**config.mk**
```make
export PLATFORM = sky130hd
export DESIGN_NAME = tlc_phase_controller
export DESIGN_NICKNAME = d
export VERILOG_FILES = /design/src/rtl/tlc_phase_controller_pkg.sv /design/src/rtl/tlc_phase_controller_arbiter.sv /design/src/rtl/tlc_phase_controller.sv
export SDC_FILE = /design/constraint.sdc
export NUM_CORES = 1
export LEC_CHECK = 0
export CORE_ASPECT_RATIO = 0.8
export CORE_MARGIN = 1
export CORE_UTILIZATION = 55
export DETAILED_ROUTE_END_ITERATION = 6
export PLACE_DENSITY = 0.75
export SYNTH_ARGS = -nofsm -noshare
export SYNTH_HDL_FRONTEND = slang
export SYNTH_HIERARCHICAL = 1
export SYNTH_SLANG_ARGS = --single-unit
export TNS_END_PERCENT = 20
```
**constraint.sdc**
```tcl
create_clock -name clk -period 15.9 [get_ports clk]
set_clock_uncertainty 0.05 [all_clocks]
set_input_delay 4.77 -clock clk [delete_from_list [all_inputs] [get_ports clk]]
set_output_delay 4.77 -clock clk [all_outputs]
set_load 0.005 [all_outputs]
```
**src/rtl/tlc_phase_controller_pkg.sv**
```systemverilog
// Shared types and constants for the phase-based traffic-light controller.
package light_package;

    typedef enum logic [1:0] {
        red    = 2'b00,
        yellow = 2'b01,
        green  = 2'b10
    } colors;

    typedef enum logic [1:0] {
        IDLE    = 2'd0,
        GREEN   = 2'd1,
        YELLOW  = 2'd2,
        ALL_RED = 2'd3
    } tlc_state_e;

    localparam int E_LEFT = 0;
    localparam int E_STR  = 1;
    localparam int W_LEFT = 2;
    localparam int W_STR  = 3;
    localparam int NS     = 4;

    // Index p of the packed array is phase p: P0 e/w straight, P1 e/w left,
    // P2 east both, P3 west both, P4 north-south.
    localparam logic [4:0][4:0] DEFAULT_PHASE_MASK =
        {5'b10000, 5'b01100, 5'b00011, 5'b00101, 5'b01010};

    function automatic int max3(input int a, input int b, input int c);
        int m;
        m = (a > b) ? a : b;
        return (m > c) ? m : c;
    endfunction

endpackage

```
**src/rtl/tlc_phase_controller_arbiter.sv**
```systemverilog
// Round-robin first-match search: scans req starting at ptr+1, wrapping modulo N.
module tlc_rr_arbiter #(
    parameter int N  = 5,
    parameter int PW = 3
) (
    input  logic [N-1:0]  req,
    input  logic [PW-1:0] ptr,
    output logic [PW-1:0] grant,
    output logic          valid
);

    logic [PW-1:0] idx;

    // NOTE: every output of a combinational block gets a default first, so no path leaves it unassigned and infers a latch.
    always_comb begin
        grant = '0;
        valid = 1'b0;
        idx   = '0;
        // Walk from the farthest candidate back to the nearest so the nearest match wins.
        for (int i = N; i >= 1; i--) begin
            idx = PW'((int'(ptr) + i) % N);
            if (req[idx]) begin
                grant = idx;
                valid = 1'b1;
            end
        end
    end

endmodule

```
**src/rtl/tlc_phase_controller.sv**
```systemverilog
// Phase-based traffic-light controller: round-robin service of demanded phases with
// min/max green, yellow and all-red timing. Optional preemption: TLC_PREEMPT_EN.
module tlc_phase_controller
    import light_package::*;
#(
    parameter int NUM_LIGHTS     = 5,
    parameter int NUM_PHASES     = 5,
    parameter logic [NUM_PHASES-1:0][NUM_LIGHTS-1:0] PHASE_MASK = DEFAULT_PHASE_MASK,
    parameter int GREEN_MIN      = 5,
    parameter int GREEN_MAX      = 10,
    parameter int YELLOW_CYCLES  = 2,
    parameter int ALL_RED_CYCLES = 1
) (
    input  logic                             clk,
    input  logic                             reset,
    input  logic [NUM_LIGHTS-1:0]            sensor_i,
    output logic [NUM_LIGHTS-1:0][1:0]       light_o,
    output logic [$clog2(NUM_PHASES)-1:0]    phase_o,
    output logic                             phase_valid_o
`ifdef TLC_PREEMPT_EN
    ,
    input  logic                             preempt_i,
    input  logic [$clog2(NUM_PHASES)-1:0]    preempt_phase_i
`endif
);

    localparam int PW = $clog2(NUM_PHASES);
    localparam int CW = $clog2(max3(GREEN_MAX, YELLOW_CYCLES, ALL_RED_CYCLES) + 1);

    if (GREEN_MIN < 1) begin : g_chk_gmin
        $error("GREEN_MIN must be at least 1");
    end
    if (GREEN_MAX < GREEN_MIN) begin : g_chk_gmax
        $error("GREEN_MAX must not be below GREEN_MIN");
    end
    if (YELLOW_CYCLES < 1) begin : g_chk_yel
        $error("YELLOW_CYCLES must be at least 1");
    end
    if (ALL_RED_CYCLES < 1) begin : g_chk_ar
        $error("ALL_RED_CYCLES must be at least 1");
    end
    for (genvar p = 0; p < NUM_PHASES; p++) begin : g_chk_mask
        if (PHASE_MASK[p] == '0) begin : g_err
            $error("PHASE_MASK entry %0d is empty", p);
        end
    end

    tlc_state_e          state_q, state_d;
    logic [PW-1:0]       cur_q, cur_d;
    logic [PW-1:0]       last_q, last_d;
    logic [CW-1:0]       cnt_q, cnt_d;
    logic [NUM_PHASES-1:0] req;
    logic [PW-1:0]       arb_grant;
    logic                arb_valid;
    logic [PW-1:0]       sel_phase;
    logic                sel_valid;
    logic                force_yellow;
    logic                hold_green;
    logic [NUM_LIGHTS-1:0] cur_mask;
    logic                own_demand;
    logic                other_demand;

    always_comb begin
        req = '0;
        for (int p = 0; p < NUM_PHASES; p++) begin
            req[p] = |(sensor_i & PHASE_MASK[p]);
        end
    end

    tlc_rr_arbiter #(
        .N  (NUM_PHASES),
        .PW (PW)
    ) u_arb (
        .req   (req),
        .ptr   (last_q),
        .grant (arb_grant),
        .valid (arb_valid)
    );

`ifdef TLC_PREEMPT_EN
    assign sel_valid    = preempt_i | arb_valid;
    assign sel_phase    = preempt_i ? preempt_phase_i : arb_grant;
    assign force_yellow = preempt_i && (cur_q != preempt_phase_i);
    assign hold_green   = preempt_i && (cur_q == preempt_phase_i);
`else
    assign sel_valid    = arb_valid;
    assign sel_phase    = arb_grant;
    assign force_yellow = 1'b0;
    assign hold_green   = 1'b0;
`endif

    assign cur_mask     = PHASE_MASK[cur_q];
    assign own_demand   = |(sensor_i & cur_mask);
    assign other_demand = |(sensor_i & ~cur_mask);

    always_comb begin
        state_d = state_q;
        cur_d   = cur_q;
        last_d  = last_q;
        cnt_d   = cnt_q;
        unique case (state_q)
            IDLE: begin
                if (sel_valid) begin
                    state_d = GREEN;
                    cur_d   = sel_phase;
                    last_d  = sel_phase;
                    cnt_d   = CW'(1);
                end
            end
            GREEN: begin
                if (cnt_q < CW'(GREEN_MAX)) cnt_d = cnt_q + CW'(1);
                if (!hold_green &&
                    (force_yellow ||
                     (cnt_q >= CW'(GREEN_MIN) && !own_demand) ||
                     (cnt_q >= CW'(GREEN_MAX) && other_demand))) begin
                    state_d = YELLOW;
                    cnt_d   = CW'(1);
                end
            end
            YELLOW: begin
                if (cnt_q >= CW'(YELLOW_CYCLES)) begin
                    state_d = ALL_RED;
                    cnt_d   = CW'(1);
                end else begin
                    cnt_d = cnt_q + CW'(1);
                end
            end
            ALL_RED: begin
                if (cnt_q < CW'(ALL_RED_CYCLES)) begin
                    cnt_d = cnt_q + CW'(1);
                end else if (sel_valid) begin
                    state_d = GREEN;
                    cur_d   = sel_phase;
                    last_d  = sel_phase;
                    cnt_d   = CW'(1);
                end else begin
                    state_d = IDLE;
                    cnt_d   = '0;
                end
            end
            default: state_d = IDLE;
        endcase
    end

    // NOTE: sequential state uses non-blocking assignments so every register samples pre-edge values.
    always_ff @(posedge clk or posedge reset) begin
        if (reset) begin
            state_q <= IDLE;
            cur_q   <= '0;
            last_q  <= PW'(NUM_PHASES - 1);
            cnt_q   <= '0;
        end else begin
            state_q <= state_d;
            cur_q   <= cur_d;
            last_q  <= last_d;
            cnt_q   <= cnt_d;
        end
    end

    // Outputs are a registered decode of the state, so lights trail the state by one cycle.
    always_ff @(posedge clk or posedge reset) begin
        if (reset) begin
            light_o       <= '0;
            phase_o       <= '0;
            phase_valid_o <= 1'b0;
        end else begin
            for (int i = 0; i < NUM_LIGHTS; i++) begin
                if (state_q == GREEN && cur_mask[i])       light_o[i] <= green;
                else if (state_q == YELLOW && cur_mask[i]) light_o[i] <= yellow;
                else                                       light_o[i] <= red;
            end
            phase_o       <= cur_q;
            phase_valid_o <= (state_q == GREEN) || (state_q == YELLOW);
        end
    end

endmodule

```
Word level (Yosys, flattened, before mapping) --
Memory sizes are Yosys's and may differ from the RTL's. Index checks and enable logic that the tools add are counted. W data, S select, Z words.
Storage, ports and cells: bits in latches 0, input port bits 7, memory bits (writable) 0, bits in registers 26, memories kept 1, memory bits (read-only) 40
Memories:
- (name not given) | words 8, width 5, read ports 1, clocked after Yosys merged registers in 0, write ports 0, RTL line tlc_phase_controller.sv:92 | assign cur_mask = PHASE_MASK[cur_q];
Cells by class: shifts and indexed selects 0, $add $sub $neg 6, divide/modulo/power cells 5, $mul 0, reductions and logical operators 26, order comparisons 11, muxes and demuxes 50, bitwise logic cells 3, equality and inequality tests 8
Operators with widths (number):
- $mod A32 B4 Y32 const B | 5
- $mux W3 | 9
- $lt A3 B4 Y1 const B | 6
- $mux W4 | 5
- $mux W2 | 9
- $mux W1 | 17
- $pmux W4 S4 | 1
- $bmux W1 S3 | 5
- $logic_and A1 B1 Y1 | 12
- $pmux W3 S2 | 2
- $and A5 B5 Y5 | 2
- $reduce_or A5 Y1 | 2
- $add A3 B2 Y4 const B | 2
- $add A3 B3 Y4 const B | 2
- $ne A2 B2 Y1 const B | 4
- $pmux W2 S4 | 1
- $reduce_or A2 Y1 | 4
- $mux W5 | 1
- $not A5 Y5 | 1
- $add A3 B1 Y4 const B | 1
- $add A4 B1 Y4 const B | 1
- $eq A2 B2 Y1 const B | 2
- $ge A4 B2 Y1 const B | 1
- $ge A4 B3 Y1 const B | 1
- other kinds (11) | 13

Depth between registers and ports, before layout --
word-level depth 12, gate-level depth with buffers 22

Cells and area by module --
The synthesis kept the hierarchy.
Modules (own cells, without submodules):
- tlc_rr_arbiter | instances 1, cells each 261, area an instance 1923.1 um^2
- tlc_phase_controller | instances 1, cells each 123, area an instance 1335.0 um^2

Worst setup path before layout --
OpenSTA, ideal clock, no wires.
path kind input -> register, from input port sensor_i[1], to register cnt_q[0], data arrival time 7.263 ns, data required time 15.732 ns, path slack 8.469 ns, buffers on the path 1, cell stages on the path 12, path through or2_2 > clkbuf_1 > mux4_2 > and2_1 > a211oi_1 > nor2_1 > nand4b_1 > a21boi_1 > a31o_2 > a221oi_1 > a21oi_1 > a21o_1
Between the ends: word-level cells in the longest chain between the ends 11, elaborated cells on any way between the ends 32, classes of those cells eq/ne (2); mux (19); bitwise (2); reduce/logical (9)
RTL lines:
- from (decl) | RTL line tlc_phase_controller.sv:16 | input logic [NUM_LIGHTS-1:0] sensor_i,
- $reduce_or A2 Y1 | RTL line tlc_phase_controller.sv:66 | req[p] = |(sensor_i & PHASE_MASK[p]);
- $bmux W1 S3 | RTL line tlc_phase_controller_arbiter.sv:22 | if (req[idx]) begin
- $mux W1 (not written as such) | RTL line tlc_phase_controller_arbiter.sv:22
- $mux W1 (4 in series) | RTL line tlc_phase_controller_arbiter.sv:22
- $mux W1 * | RTL line tlc_phase_controller_arbiter.sv:22
- net arb_valid | RTL line tlc_phase_controller.sv:54 | logic arb_valid;
- $mux W1 | RTL line tlc_phase_controller.sv:131 | end else if (sel_valid) begin
- $mux W4 | RTL line tlc_phase_controller.sv:129 | if (cnt_q < CW'(ALL_RED_CYCLES)) begin
- $pmux W4 S4 | RTL line tlc_phase_controller.sv:101 | unique case (state_q)
- to (signal assigned) | RTL line tlc_phase_controller.sv:156 | cnt_q <= cnt_d;
- to (decl) | RTL line tlc_phase_controller.sv:51 | logic [CW-1:0] cnt_q, cnt_d;
Mark *: on every way through the listed nets, which the timed path passes. The rest lies on a longest branch. The select of a mux whose other input is x is not followed. A chain may end at the register's enable or synchronous reset.

Final worst setup path --
from input port sensor_i[1], to register cnt_q[0]
Between the ends: word-level cells in the longest chain between the ends 11, elaborated cells on any way between the ends 32, classes of those cells eq/ne (2); mux (19); bitwise (2); reduce/logical (9)
RTL lines:
- $reduce_or A2 Y1 * | RTL line tlc_phase_controller.sv:66
- net req[0] | RTL line tlc_phase_controller.sv:52 | logic [NUM_PHASES-1:0] req;
- $bmux W1 S3 | RTL line tlc_phase_controller_arbiter.sv:22
- $mux W1 (not written as such) | RTL line tlc_phase_controller_arbiter.sv:22
- $mux W1 (4 in series) | RTL line tlc_phase_controller_arbiter.sv:22
- $mux W1 * | RTL line tlc_phase_controller_arbiter.sv:22
- net arb_valid | RTL line tlc_phase_controller.sv:54
- $mux W1 | RTL line tlc_phase_controller.sv:131
- $mux W4 | RTL line tlc_phase_controller.sv:129
- $pmux W4 S4 | RTL line tlc_phase_controller.sv:101
Marked as above.

==> results.md <==
* Status: complete, no violations
* Inserted Diodes at 0
* Max Slew Vio Count at 0
* Post-Syn Instances at 384
* Number of port buffers at 20
* Detailed-route DRC error count at 0
* # clock sinks at 24
* Worst-Margin Slew at 0.908 ns
* Clk Latency, worst-skew pair at 0.27 ns
* Cell taking the most area after synthesis: dfrtp_1
* Max Cap Viol at 0
* Maximum root-to-sink buffer count at 2
* DP HPWL at 5.67 mm
* Top cells by area, synth: dfrtp_1, ha_1, mux2i_1
* Reg2reg start: last_q[1]
* Worst path arrival time at 7.98 ns
* Post-synth ARST share at 100%
* Count leader, synth: ha_1
* RePlAce Congestion at 0.949
* Seq/Total Area, Yosys at 18.5%
* CP Launch Type: input pin
* CP startpoint: sensor_i[1]
* Share of layout cells above drive strength 1 at 13.5%
* Most instantiated cells after synthesis: ha_1, nand2_1, nor2_1
* R2R depth at 20
* GRT Total Usage at 26.1%
* Mapped Area at 3260 sq um
* Vias in the first global route at 2668
* CP Max Fanout at 10
* CORE AREA at 5590 sq um
* DR vias at 2969
* Fin Setup TNS at 0 ns
* Drt pass-1 iters at 5
* Worst R2R Setup Slack at 9.83 ns
* Hold_buf cts at 0
* Hold Path Class: reg -> reg
* Setup crit end kind: flop
* Yosys cell types at 89
* Final net count at 437
* Slew HR at 39.4%
* Mean Syn Cell Area at 8.48 sq um
* Critical path class: in -> reg
* Starting Density at 58.3%
* Fin crit share at 49.4%
* Clock transition at path regs at 0.09 ns
* Post-CTS setup repair buffer count at 0
* Fmax at 0.127 GHz
* Number of synthesized flops with an enable pin at 0
* Layout area overhead at 9.33%
* Layout fillers at 496
* Total wire length after detailed routing at 7.59 mm
* Largest net degree at the start of global routing at 48
* Period minus WS final at 7.85 ns
* Die area at 6240 sq um
* PostCTS Resize Cnt at 0
* Worst R2R End: cnt_q[0]
* First-pass GRT wire length at 13.0 mm
* Register bit total from synthesis at 24
* RSZ-0062 raised after global routing: false
* Initial antenna violation count at 0
* CTS tree: built
* Via density at 6.29
* Wire length per cell at 16.1 um
* Initial DRC count at 233
* Die W at 88.1 um
* Final Hold Vio Count at 0
* Post-synth top area share at 17.7%
* CP Capture Point: cnt_q[0]
* Top Ports at 21
* Worst EP required at 16.02 ns
* Setup violations, final at 0
* H-tree depth at 1
* Synth Flop Type: dfrtp_1
* Root Driver: clkbuf_8
* DIE HEIGHT at 70.8 um
* Syn_nets at 426
* Num CTS Buffers at 3
* Grt ovf at 0
* YS warnings at 6
* FP Rows at 24
* ANT nets after route at 0
routing by layer:
layer / part of all wire (%) / vias to the layer above / GRT usage (%)
met3: 6.1 / 6 / 5.48
met4: 0.46 / 0 / 2.87
met5: 0 / - / 0
met2: 44 / 93 / 39.4
met1: 49 / 1426 / 39.3
li1: - / 1444 / -
state kept, by name, indices dropped and copies added (netlist names):
name and count:
cur_q 1, phase_valid_o 1, cnt_q 4, state_q 2
last_q 3, light_o 10, phase_o 3
worst min-delay path by stage:
stage | cells after the start | startpoint | endpoint
2_1_floorplan | 0 | cur_q[2] | phase_o[2]
3_3_place_gp | 1 | state_q[0] | state_q[0]
3_5_place_dp | 1 | state_q[0] | state_q[0]
4_1_cts | 1 | state_q[0] | state_q[0]
5_1_grt | 1 | state_q[0] | state_q[0]
6_report | 1 | state_q[0] | state_q[0]
logic make-up after synthesis:
family | share of synthesized area [%]
buf+inv | 5.34
fa+ha+maj | 13.4
simple gates | 22.8
xor+xnor | 4.26
flops | 18.5
mux | 8.64
compound gates | 27.0
placed cells by master (no fill, tap or decap), types with 7 or more instances in the layout:
master / netlist / routed
xnor2_1: 8 / 8
inv_1: 23 / 23
nand2b_1: 12 / 12
o21ai_0: 12 / 12
nand2_1: 32 / 32
dfrtp_1: 23 / 22
nand3_1: 10 / 10
a21oi_1: 18 / 18
or2_2: 7 / 7
a21o_1: 9 / 9
o31ai_1: 7 / 7
ha_1: 35 / 35
nor2_1: 28 / 28
mux2i_1: 12 / 12
clkdlybuf4s50_1: 0 / 20
worst max-delay path, stage by stage:
cell,delay (ns)
clkdlybuf4s50_1,0.49
or2_2,0.43
mux4_2,0.48
and2_1,0.17
a211oi_1,0.38
nor2_1,0.09
nand4b_1,0.27
a21boi_1,0.20
a31o_2,0.22
a221oi_1,0.23
a21oi_1,0.11
a21o_1,0.16
layout make-up:
cell class              instances  area, sq um  share of cell area [%]
well taps                      78         97.6                    2.74
clock inverters                 1         30.0                   0.843
inverters                      26          100                    2.81
clock buffers                   3         41.3                    1.16
flip-flops and latches         24          603                    16.9
repair buffers                 21          208                    5.83
multi-input cells             319         2480                    69.7
metrics by stage:
step / setup WS, ns / cells / hold slack [ns] / utilization, % / cell area, sq um
2_1_floorplan: 8.47 / 384 / 0.320 / - / 3260
3_3_place_gp: 7.89 / 468 / 0.495 / 62.5 / 3490
3_5_place_dp: 7.80 / 468 / 0.486 / 62.5 / 3490
4_1_cts: 8.09 / 472 / 0.499 / 63.8 / 3560
5_1_grt: 7.86 / 472 / 0.558 / 63.8 / 3560
6_report: 8.05 / 472 / 0.509 / 63.8 / 3560
Power is not shown: default switching activity piles up to over one toggle a cycle in this logic, so the estimate is an artifact.
